[config.mk]
export PLATFORM = sky130hd
export DESIGN_NAME = traffic_display_driver
export DESIGN_NICKNAME = d
export VERILOG_FILES = /design/src/rtl/traffic_display_driver.sv
export SDC_FILE = /design/constraint.sdc
export NUM_CORES = 1
export LEC_CHECK = 0
export ABC_AREA = 1
export CORE_MARGIN = 1
export CORE_UTILIZATION = 31
export DETAILED_ROUTE_END_ITERATION = 8
export PLACE_DENSITY_LB_ADDON = 0.05
export REMOVE_ABC_BUFFERS = 1
export SKIP_LAST_GASP = 1
export SYNTH_ARGS = -nofsm -noshare
export SYNTH_HDL_FRONTEND = slang
export SYNTH_SLANG_ARGS = --single-unit
[constraint.sdc]
create_clock -name clk -period 4.2 [get_ports clk]
set_input_delay 1.26 -clock clk [delete_from_list [all_inputs] [get_ports clk]]
set_output_delay 1.26 -clock clk [all_outputs]
set_load 0.05 [all_outputs]
[src/rtl/traffic_display_driver.sv]
// Two-channel countdown display driver: binary-to-BCD converter FSM, display
// registers, 4-digit multiplexed scan, lamp echo and sticky lamp-conflict fault.
module traffic_display_driver #(
   parameter int SCAN_DIV = 1000,
   parameter bit BLANK_LZ = 1'b1
) (
   input  logic       clk,
   input  logic       rst,
   input  logic [7:0] count1,
   input  logic [7:0] count2,
   input  logic [2:0] light1,
   input  logic [2:0] light2,
   output logic [6:0] seg,
   output logic [3:0] an,
   output logic [2:0] led1,
   output logic [2:0] led2,
   output logic       fault,
   output logic       busy
);

   typedef enum logic [1:0] {IDLE = 2'd0, CONV = 2'd1, LOAD = 2'd2} state_t;

   localparam logic [6:0] SEG_DASH  = 7'b0111111;
   localparam logic [6:0] SEG_BLANK = 7'b1111111;

   state_t            state, state_nxt;
   logic [7:0]        last1, last2, cap1, cap2;
   logic [11:0]       bcd1, bcd2;
   logic [2:0]        step;
   logic              force_cvt, start;
   logic [3:0][3:0]   disp;
   logic              dash1, dash2;
   logic [15:0]       scan_cnt;
   logic [1:0]        idx;
   logic              fault_nxt;

   // One double-dabble step on {bcd[11:0], bin[7:0]}.
   function automatic logic [19:0] dd_step(input logic [19:0] v);
      logic [19:0] t;
      t = v;
      for (int i = 0; i < 3; i++)
         if (t[8+4*i +: 4] >= 4'd5) t[8+4*i +: 4] = t[8+4*i +: 4] + 4'd3;
      return {t[18:0], 1'b0};
   endfunction

   // Code 4'hF is the blank digit.
   function automatic logic [3:0] tens_code(input logic [11:0] b);
      return (BLANK_LZ && b[11:8] == 4'd0 && b[7:4] == 4'd0) ? 4'hF : b[7:4];
   endfunction

   function automatic logic [6:0] seg_dec(input logic [3:0] d);
      case (d)
         4'd0: return 7'b1000000;
         4'd1: return 7'b1111001;
         4'd2: return 7'b0100100;
         4'd3: return 7'b0110000;
         4'd4: return 7'b0011001;
         4'd5: return 7'b0010010;
         4'd6: return 7'b0000010;
         4'd7: return 7'b1111000;
         4'd8: return 7'b0000000;
         4'd9: return 7'b0010000;
         default: return SEG_BLANK;
      endcase
   endfunction

   function automatic logic onehot3(input logic [2:0] l);
      return (l == 3'b100) || (l == 3'b010) || (l == 3'b001);
   endfunction

   assign start = (state == IDLE) && ((count1 != last1) || (count2 != last2) || force_cvt);
   assign busy  = (state != IDLE);

   always_comb begin
      state_nxt = state;
      case (state)
         IDLE:    if (start) state_nxt = CONV;
         CONV:    if (step == 3'd7) state_nxt = LOAD;
         LOAD:    state_nxt = IDLE;
         default: state_nxt = IDLE;
      endcase
   end

   always_ff @(posedge clk or posedge rst) begin
      if (rst) state <= IDLE;
      else     state <= state_nxt;
   end

   always_ff @(posedge clk or posedge rst) begin
      if (rst) begin
         last1     <= '0;
         last2     <= '0;
         cap1      <= '0;
         cap2      <= '0;
         bcd1      <= '0;
         bcd2      <= '0;
         step      <= '0;
         force_cvt <= 1'b1;
         disp      <= {4{4'hF}};
         dash1     <= 1'b0;
         dash2     <= 1'b0;
      end else begin
         case (state)
            IDLE: if (start) begin
               cap1      <= count1;
               cap2      <= count2;
               last1     <= count1;
               last2     <= count2;
               bcd1      <= '0;
               bcd2      <= '0;
               step      <= '0;
               force_cvt <= 1'b0;
            end
            CONV: begin
               {bcd1, cap1} <= dd_step({bcd1, cap1});
               {bcd2, cap2} <= dd_step({bcd2, cap2});
               step         <= step + 3'd1;
            end
            LOAD: begin
               // All four digits and both dash flags update together.
               disp[3] <= tens_code(bcd1);
               disp[2] <= bcd1[3:0];
               disp[1] <= tens_code(bcd2);
               disp[0] <= bcd2[3:0];
               dash1   <= (bcd1[11:8] != 4'd0);
               dash2   <= (bcd2[11:8] != 4'd0);
            end
            default: ;
         endcase
      end
   end

   // Fault takes effect on the same edge it is detected, for leds and digits alike.
   assign fault_nxt = fault || !onehot3(light1) || !onehot3(light2) ||
                      ((light1 != 3'b100) && (light2 != 3'b100));

   always_ff @(posedge clk or posedge rst) begin
      if (rst) begin
         fault <= 1'b0;
         led1  <= '0;
         led2  <= '0;
      end else begin
         fault <= fault_nxt;
         led1  <= fault_nxt ? 3'b100 : light1;
         led2  <= fault_nxt ? 3'b100 : light2;
      end
   end

   always_ff @(posedge clk or posedge rst) begin
      if (rst) begin
         scan_cnt <= '0;
         idx      <= '0;
         an       <= 4'hF;
         seg      <= SEG_BLANK;
      end else begin
         if (scan_cnt == 16'(SCAN_DIV - 1)) begin
            scan_cnt <= '0;
            idx      <= idx + 2'd1;
         end else begin
            scan_cnt <= scan_cnt + 16'd1;
         end
         an  <= ~(4'b0001 << idx);
         seg <= (fault_nxt || (idx[1] ? dash1 : dash2)) ? SEG_DASH : seg_dec(disp[idx]);
      end
   end

endmodule

==> reports/results.ini <==
[run_status]
outcome = completed

[global_routing]
gr-total-overflow = 0
grt_max_degree = 67
grt_pass1_wl_um = 21900
track_usage = 0.139
antenna_found_initial = 0
grt_pass1_vias = 4610

[sta]
timing.slew.headroom = 0.536
post-route-min-period_ns = 3.33
period_share = 0.793
drv_slew = 0
setup_slack_ns = 0.870
final_hold_viol_count = 0
finalSetupViolations = 0
fin_worst_skew_ns = 0.0119
tightest_slew_ns = 0.696
tns_ns = 0
rsz0062_at_grt = false
max_freq_mhz = 300

[hold_path]
hold_depth = 1
holdCritStartpoint = scan_cnt[0]
min_path_type = register to register
min_delay_worst_endpoint = scan_cnt[0]

[setup_path]
start_kind = register
worstPathRequired_ns = 2.94
slowest_stage = clkdlybuf4s50_1
crit_type = register to output port
r2r-start = idx[1]
r2r_end = seg[4]
path_delay_family = buffers and inverters
cp_max_fo = 5
slowest_delay_ns = 0.72
crit_start = state[1]
worst-path-buf-inv = 2
worstSetupEndpointType = output port
reg2reg_setup_slack_ns = 2.12
crit_arrival_ns = 2.07
r2r_cells = 9
crit_chain = nor2_1 -> inv_1 -> clkdlybuf4s50_1

[clock_network]
clock-sinks = 116
clock_path_buffers = 2
postCtsSetupRepairBufs = 0
numCtsBuffers = 17
ctsHoldBuffers = 0
h-tree-depth = 4
cts_resized = 0
insertion_delay_ns = 0.42
cts.clk_slew.worst_paths_ns = 0.05
cts_tree = done
cts_root_buf = clkbuf_16

[floorplan]
start_util = 0.320
die_h_um = 142
io_pins = 43
fp.coreArea_mm2 = 0.0189
die_x_um = 142
dieArea_mm2 = 0.0201
rows = 50

[detailed_routing]
drt_iter0_markers = 210
wl_met1_um = 5990
vias_per_cell = 4.48
top_layer = met4
wl_met2_um = 5950
vias = 4717
wl_per_cell_um = 12.0
wl_um = 12600
met3_length_um = 496
ant_nets = 0
drtPass1Iterations = 4
drc = 0

[place]
port_buffers = 42
dp_hpwl_um = 8670
place_ws_ns = 0.948
gp_congestion = 0.761

[yosys]
async_flop_share = 1.00
synth_common_cells = nand2_1 (194), inv_1 (96), dfrtp_1 (88)
syn_area_mm2 = 0.00605
synth_simple_gate_area_frac = 0.252
netlist_instances = 734
yosys_register_bits = 116
synth_fa_ha_area_frac = 0.0538
synth_ff_type = dfrtp_1
synth_cell_types = 34
synth.area.top_cells = dfrtp_1 (36%), dfstp_2 (12%), nand2_1 (12%)
synth-compound-area-share = 0.105
synth_top_family_by_area = simple AND/OR/NAND/NOR gates
synth.most_common_cell = nand2_1
syn_avg_cell_area_um2 = 8.24
seq_area_frac_synth = 0.486
synth_top_area_frac = 0.364
synth_edf_count = 0
synthMuxAreaShare = 0
synth_top_area_cell = dfrtp_1
yosys_warnings = 0
synth-xor-area-share = 0.0130

[cells_and_area]
fillers = 1952
final_util = 0.389
area_growth_pct = 21.5
layout.nets = 829
drive_gt1_frac = 0.126
antennaDiodeCount = 0

[power]
p_leak_nw = 3.61
total_power_mw = 5.20
peakVddDrop_uv = 271
cellPowerDensity_mw_per_mm2 = 707

[flow_run]
drv_cap = 0

## layout make-up
class                   count  area (um2)  area share
clock buffers              23         488      0.0664
well taps                 260         325      0.0443
multi-input cells         497        2570       0.349
repair buffers             49         485      0.0661
inverters                  98         373      0.0507
clock inverters             9         173      0.0235
flip-flops and latches    116        2940       0.400
## layer usage
layer,up-vias,GRT usage
met5,-,0
met4,0,0.0509
met3,14,0.0432
met2,72,0.235
met1,2198,0.166
li1,2433,-
## worst reg2reg max path, stage by stage (launching register included)
cell and delay (ns):
dfrtp_1 0.48, inv_1 0.26, a21oi_1 0.07, a32oi_1 0.35, inv_1 0.15, ha_1 0.21, or2_2 0.30, nand3_1 0.08
o21ai_1 0.06, nand2_1 0.06
## how the worst max path moves through the flow
stage / endpoint / cells past startpoint
CTS: busy / 3
detailed placement: state[0] / 11
global route: busy / 3
global placement: state[0] / 11
floorplan: bcd1[0] / 1
finish: busy / 3
## cells in the final DEF (no fill, tap or decap), drive strengths merged
| cell | instances |
|---|---|
| o21bai | 1 |
| nand3 | 69 |
| a21oi | 32 |
| dfstp | 28 |
| or2 | 5 |
| dfrtp | 88 |
| clkinv | 3 |
| bufinv | 5 |
| nand4 | 4 |
| clkbuf | 23 |
| and3 | 1 |
| ha | 26 |
| clkdlybuf4s50 | 42 |
| inv | 98 |
| a21boi | 1 |
| nand2 | 198 |
| nor2 | 58 |
| xor2 | 8 |
| a32oi | 1 |
| clkinvlp | 1 |
| nor3 | 4 |
| o21ai | 73 |
| a31oi | 9 |
| buf | 7 |
| o211ai | 4 |
| xnor2 | 1 |
| nor4 | 2 |
## cell families after synthesis
kind of cell	Yosys count
AO/OA/AOI/OAI	121
XOR/XNOR	9
adder cells (fa/ha/maj)	26
buffers and inverters	121
flip-flops	116
AND/OR/NAND/NOR	341
## power by group
part | leakage (nW) | switching [mW] | internal, mW
Combinational | 1.89 | 1.10 | 0.637
Clock | 0.323 | 0.516 | 1.11
Sequential | 1.39 | 0.283 | 1.55
Total | 3.61 | 1.90 | 3.30
## per-stage QoR
stage               cell area (um2)  instances  hold WS (ns)
finish                         7350       1052         0.461
global route                   7350       1052         0.490
CTS                            7350       1052         0.467
detailed placement             6690       1020         0.460
global placement               6690       1020         0.452
floorplan                      5870        711         0.432
## sequential cells by signal, indices dropped and copies added, names as in the netlist, 7 cells and up
register / cells
last2: 8
disp: 16
scan_cnt: 16
bcd2: 12
cap2: 8
bcd1: 12
seg: 7
cap1: 8
last1: 8
No activity file was read; power rests on OpenSTA's default activity.
